===== config.mk =====
export PLATFORM = sky130hd
export DESIGN_NAME = m1_keycnt
export DESIGN_NICKNAME = d
export VERILOG_FILES = /design/src/rtl/m1_pkg.sv /design/src/rtl/m1_debounce.sv /design/src/rtl/m1_keycnt.sv
export SDC_FILE = /design/constraint.sdc
export NUM_CORES = 1
export LEC_CHECK = 0
export ABC_AREA = 1
export CAP_MARGIN = 10
export CORE_UTILIZATION = 60
export CTS_CLUSTER_SIZE = 20
export DETAILED_ROUTE_END_ITERATION = 6
export DONT_BUFFER_PORTS = 1
export GPL_ROUTABILITY_DRIVEN = 1
export PLACE_DENSITY_LB_ADDON = 0.25
export SETUP_SLACK_MARGIN = 0.2
export SKIP_CTS_REPAIR_TIMING = 1
export SLEW_MARGIN = 25
export SYNTH_ARGS = -nofsm -noshare
export SYNTH_HDL_FRONTEND = slang
export SYNTH_HIERARCHICAL = 1
export SYNTH_SLANG_ARGS = --single-unit

===== constraint.sdc =====
create_clock -name clk -period 2.4 [get_ports clk]
set_clock_uncertainty 0.1 [all_clocks]
set_input_delay 0.36 -clock clk [delete_from_list [all_inputs] [get_ports clk]]
set_output_delay 0.36 -clock clk [all_outputs]
set_load 0.02 [all_outputs]

===== src/rtl/m1_pkg.sv =====
// Shared definitions for the multi-key press counter.
//   key_level_e : active-low key levels (KEY_DOWN = 0, KEY_UP = 1)
//   CNT_RST_BIT / LEDS_RST_BIT : fill bit for counter / LED reset values
//   clog2()     : ceiling log2, used to size selects and debounce counters
package m1_pkg;

  typedef enum logic {
    KEY_DOWN = 1'b0,
    KEY_UP   = 1'b1
  } key_level_e;

  localparam logic CNT_RST_BIT  = 1'b0;
  localparam logic LEDS_RST_BIT = 1'b0;

  function automatic int unsigned clog2(input int unsigned v);
    int unsigned r;
    longint unsigned x;
    r = 0;
    x = 1;
    while (x < longint'(v)) begin
      x = x << 1;
      r++;
    end
    return r;
  endfunction

endpackage


===== src/rtl/m1_debounce.sv =====
// One key channel: two-flop synchroniser, counting debounce filter and
// falling-edge (press) detector.
//   clk, rst : system clock, asynchronous active-high reset
//   key_raw  : raw asynchronous key, active-low
//   press    : one-cycle pulse when the filtered level goes up -> down;
//              decoded from flops only, so it has no path from key_raw
module m1_debounce
  import m1_pkg::*;
#(
  parameter int unsigned DEBOUNCE = 4
) (
  input  logic clk,
  input  logic rst,
  input  logic key_raw,
  output logic press
);

  localparam int unsigned     DCW   = (clog2(DEBOUNCE) > 0) ? clog2(DEBOUNCE) : 1;
  localparam logic [DCW-1:0]  DLAST = DCW'(DEBOUNCE - 1);

  logic           s1_q, s1_d;
  logic           s2_q, s2_d;
  logic           db_q, db_d;
  logic           db_prev_q, db_prev_d;
  logic [DCW-1:0] dcnt_q, dcnt_d;

  // Any cycle where s2 agrees with db restarts the count, so a glitch
  // must persist for DEBOUNCE consecutive cycles to change db.
  always_comb begin
    s1_d      = key_raw;
    s2_d      = s1_q;
    db_d      = db_q;
    db_prev_d = db_q;
    dcnt_d    = '0;
    if (s2_q != db_q) begin
      if (dcnt_q == DLAST) begin
        db_d = s2_q;
      end else begin
        dcnt_d = dcnt_q + DCW'(1);
      end
    end
  end

  always_ff @(posedge clk or posedge rst) begin
    if (rst) begin
      s1_q      <= KEY_UP;
      s2_q      <= KEY_UP;
      db_q      <= KEY_UP;
      db_prev_q <= KEY_UP;
      dcnt_q    <= '0;
    end else begin
      s1_q      <= s1_d;
      s2_q      <= s2_d;
      db_q      <= db_d;
      db_prev_q <= db_prev_d;
      dcnt_q    <= dcnt_d;
    end
  end

  assign press = (db_prev_q == KEY_UP) && (db_q == KEY_DOWN);

endmodule


===== src/rtl/m1_keycnt.sv =====
// Debounced press counter for NKEYS active-low keys, one WIDTH-bit counter
// per key, wrapping or saturating, with sticky overflow flags.
//   clk, rst : system clock, asynchronous active-high reset
//   key      : raw keys, active-low
//   clr      : synchronous clear of all counters and ovf flags
//   sel      : channel shown on leds (out-of-range shows 0)
//   leds     : registered copy of the selected counter
//   press    : registered one-cycle pulse per accepted press
//   ovf      : sticky per-channel wrap/saturation flag
module m1_keycnt
  import m1_pkg::*;
#(
  parameter int unsigned WIDTH    = 8,
  parameter int unsigned NKEYS    = 2,
  parameter int unsigned DEBOUNCE = 4,
  parameter int unsigned SATURATE = 0,
  parameter int unsigned SELW     = (clog2(NKEYS) > 1) ? clog2(NKEYS) : 1
) (
  input  logic             clk,
  input  logic             rst,
  input  logic [NKEYS-1:0] key,
  input  logic             clr,
  input  logic [SELW-1:0]  sel,
  output logic [WIDTH-1:0] leds,
  output logic [NKEYS-1:0] press,
  output logic [NKEYS-1:0] ovf
);

  localparam logic [WIDTH-1:0] CNT_MAX  = '1;
  localparam logic [WIDTH-1:0] CNT_RST  = {WIDTH{CNT_RST_BIT}};
  localparam logic [WIDTH-1:0] LEDS_RST = {WIDTH{LEDS_RST_BIT}};

  logic [NKEYS-1:0] fall;

  for (genvar g = 0; g < NKEYS; g++) begin : g_ch
    m1_debounce #(.DEBOUNCE(DEBOUNCE)) u_db (
      .clk    (clk),
      .rst    (rst),
      .key_raw(key[g]),
      .press  (fall[g])
    );
  end

  logic [WIDTH-1:0] cnt_q [NKEYS];
  logic [WIDTH-1:0] cnt_d [NKEYS];
  logic [NKEYS-1:0] ovf_q, ovf_d;
  logic [NKEYS-1:0] press_q, press_d;
  logic [WIDTH-1:0] leds_q, leds_d;

  // Counters update on the same edge the press pulse is registered, so
  // both use the unregistered edge from the debouncer.
  always_comb begin
    press_d = fall;
    ovf_d   = ovf_q;
    for (int unsigned i = 0; i < NKEYS; i++) begin
      cnt_d[i] = cnt_q[i];
      if (fall[i]) begin
        if (cnt_q[i] == CNT_MAX) begin
          ovf_d[i] = 1'b1;
          if (SATURATE == 0) cnt_d[i] = '0;
        end else begin
          cnt_d[i] = cnt_q[i] + WIDTH'(1);
        end
      end
    end
    // clr overrides any same-cycle update; press_d is left untouched
    if (clr) begin
      ovf_d = '0;
      for (int unsigned i = 0; i < NKEYS; i++) cnt_d[i] = CNT_RST;
    end
  end

  always_comb begin
    leds_d = LEDS_RST;
    for (int unsigned i = 0; i < NKEYS; i++) begin
      if (sel == SELW'(i)) leds_d = cnt_q[i];
    end
  end

  always_ff @(posedge clk or posedge rst) begin
    if (rst) begin
      for (int unsigned i = 0; i < NKEYS; i++) cnt_q[i] <= CNT_RST;
      ovf_q   <= '0;
      press_q <= '0;
      leds_q  <= LEDS_RST;
    end else begin
      for (int unsigned i = 0; i < NKEYS; i++) cnt_q[i] <= cnt_d[i];
      ovf_q   <= ovf_d;
      press_q <= press_d;
      leds_q  <= leds_d;
    end
  end

  assign leds  = leds_q;
  assign press = press_q;
  assign ovf   = ovf_q;

endmodule


==> impl_metrics.json <==
{
  "holdWs_ps": 7.53,
  "initial_core_util_pct": 63.7,
  "setup_violations": 0,
  "drtPass1Iterations": 5,
  "syn_area_um2": 1770,
  "end_kind": "flip-flop",
  "ys_warn_count": 6,
  "grt_pass1_wl_um": 4950,
  "grt_util_met2_pct": 34.7,
  "wl_per_cell_um": 12.2,
  "ioPinCount": 18,
  "worst_skew_pair.late_latency_ps": 350,
  "die-width_um": 56.3,
  "synthAdderAreaFrac_pct": 2.83,
  "min_path_type": "in -> reg",
  "hold_viol": 0,
  "worstHoldEndpoint": "leds[1]$_DFF_PP0_",
  "synthXorXnorAreaFrac_pct": 1.48,
  "reg2reg_to": "cnt_q[7]$_DFFE_PP0P_",
  "crit_buf_inv": 2,
  "fin_tns_setup_ps": 0,
  "utilization_pct": 70.2,
  "slew_violations": 0,
  "crit_required_ps": 2570,
  "worst_hold_startpoint": "sel",
  "crit_path_max_fanout": 5,
  "yosys.area_share.simple_pct": 23.5,
  "comb_power_share_pct": 16.0,
  "maxCapViolCount": 0,
  "gp_congestion": 0.844,
  "cp_slowest_cell": "dfstp_2",
  "htree_levels": 2,
  "reg2reg_slack_ps": 740,
  "rr_worst_depth": 8,
  "wl_um": 2930,
  "die_h_um": 56.3,
  "multi_input_area_um2": 618,
  "clk_pin_slew_worst_paths_ps": 130,
  "rows": 19,
  "power.internal_w": 0.00115,
  "tightest_slew_ps": 456,
  "drc": 0,
  "peakVddDrop_v": 0.000702,
  "period_needed_ps": 1660,
  "cts_buffers": 5,
  "swShare_pct": 30.1,
  "vias_per_cell": 5.23,
  "fmax_mhz": 602,
  "hold_depth": 1,
  "grt.busiest_layer": "met2",
  "final_layout_size_suffix_gt1_share_pct": 15.3,
  "yosysSeqAreaShare_pct": 57.1,
  "grt_max_degree": 29,
  "track_usage_pct": 20.5,
  "worstPathArrival_ps": 1830,
  "relSlewSlack_pct": 69.5,
  "cts_max_path_buffers": 2,
  "nNetsFinal": 218,
  "dp.cells": 227,
  "cts_tree": "built",
  "met1_usage_pct": 24.7,
  "grt_pass1_vias": 1196,
  "synthCells": 196,
  "clock-sinks": 40,
  "antenna_left": 0,
  "vias": 1254,
  "power.density_nw_per_um2": 845,
  "met3_usage_pct": 5.99,
  "dieArea_um2": 3170,
  "fin_total_pwr_w": 0.00165,
  "seq_power_share_pct": 55.7,
  "slowest_delay_ps": 530,
  "yosys_register_bits": 40,
  "rsz0062_at_grt": "no",
  "syn-num-nets": 206,
  "p_switching_w": 0.000497,
  "syn_to_final_growth_pct": 10.3,
  "nFillCells": 215,
  "seq_area_um2": 1010,
  "p_leak_nw": 0.962,
  "critPathTopFamily": "simple AND/OR/NAND/NOR gates",
  "dp_hpwl_um": 2070,
  "layout_common_cells": "44 x nand2_1, 32 x dfrtp_1, 29 x inv_1, 23 x nor2_1, 16 x o21ai_0",
  "clkPwrFrac_pct": 28.3,
  "crit_type": "reg -> reg",
  "startpoint_type": "flip-flop",
  "core_um2": 2780,
  "avgSynthCellArea_um2": 9.03,
  "synth_compound_area_share_pct": 7.14,
  "cts_root_buf": "clkbuf_4",
  "path_cells": "inv_1, nor2_1, nor2_4, nor2_4, nand3_1, nand2_1, inv_1, nor2_1",
  "portBuffers": 0,
  "status": "complete, no violations",
  "diodes": 0,
  "drt_iter0_drc": 48,
  "antenna_found_initial": 0,
  "final_common_cell": "nand2_1",
  "fin_crit_sh_pct": 69.2,
  "synth_top_family_by_area": "simple AND/OR/NAND/NOR gates",
  "synthMuxAreaShare_pct": 0,
  "overflow": 0,
  "rr_startpoint": "g_ch[1].u_db/db_prev_q$_DFF_PP1_",
  "ys_types": 23,
  "stdcell_count": 240
}
layout make-up:
type	count	share of cell area (%)
Clock buffer	6	2.63
Clock inverter	2	1.99
Inverter	33	7.05
Multi-Input combinational cell	122	31.6
Sequential cell	40	51.8
Tap cell	31	1.99
Timing Repair Buffer	6	2.95
kinds of logic after synthesis:
kind of cell	after synthesis
AO/OA/AOI/OAI	23
adder cells (fa/ha/maj)	4
XOR/XNOR	3
flip-flops	40
buffers and inverters	34
AND/OR/NAND/NOR	92
power by group through the flow:
stage          Combinational, W  Sequential, W  Clock (W)
6_report               0.000264       0.000920   0.000467
3_3_place_gp           0.000241       0.000926          0
4_1_cts                0.000262       0.000921   0.000478
5_1_grt                0.000312       0.000935   0.000501
2_1_floorplan          0.000210       0.000912          0
3_5_place_dp           0.000255       0.000932          0
state kept, by name, summed over array words and instances (netlist names):
name and cells:
g_ch.u_db/s1_q 2, cnt_q 16, g_ch.u_db/db_prev_q 2, press 2
g_ch.u_db/s2_q 2, g_ch.u_db/db_prev_d 2, leds 8, ovf 2
g_ch.u_db/dcnt_q 4
metal layers:
layer | up-vias | wire [µm]
met3 | 2 | 140
met4 | 0 | 16
met5 | - | 0
li1 | 629 | -
met2 | 29 | 1480
met1 | 594 | 1290
Yosys cell counts:
cell,number,area [µm²]
ha_1,4,50.1
nand3_1,9,45.0
dfstp_2,8,210
or2_0,2,12.5
a21oi_1,5,25.0
nor3_1,1,5.00
nor2_2,2,12.5
nand2_1,44,165
nand4_1,3,18.8
xor2_1,2,17.5
xnor2_1,1,8.76
inv_2,3,11.3
o21ai_0,16,80.1
bufinv_8,1,17.5
clkbuf_1,1,3.75
or2_2,1,6.26
a21oi_4,1,16.3
nand2_2,3,18.8
nor2_1,23,86.3
dfrtp_1,32,801
inv_1,29,109
o21ai_1,1,5.00
nor2_4,4,45.0
through the flow:
step                      worst slack [ps]  area (µm²)
after global routing                   610        1950
after CTS                              720        1900
final                                  740        1950
after floorplan                        961        1770
after global placement                 826        1810
after detailed placement               766        1810
worst max-delay path by stage:
stage	from	end	slack, ps	cells after the start
final	g_ch[1].u_db/db_prev_q$_DFF_PP1_	cnt_q[7]$_DFFE_PP0P_	740	8
after global routing	g_ch[1].u_db/db_prev_q$_DFF_PP1_	cnt_q[7]$_DFFE_PP0P_	610	8
after CTS	g_ch[1].u_db/db_prev_q$_DFF_PP1_	cnt_q[7]$_DFFE_PP0P_	720	8
after detailed placement	g_ch[1].u_db/db_prev_q$_DFF_PP1_	cnt_q[7]$_DFFE_PP0P_	770	8
after global placement	g_ch[1].u_db/db_prev_q$_DFF_PP1_	cnt_q[7]$_DFFE_PP0P_	830	8
after floorplan	g_ch[1].u_db/db_prev_q$_DFF_PP1_	cnt_q[7]$_DFFE_PP0P_	960	8
Power figures use the tool's default switching activity.
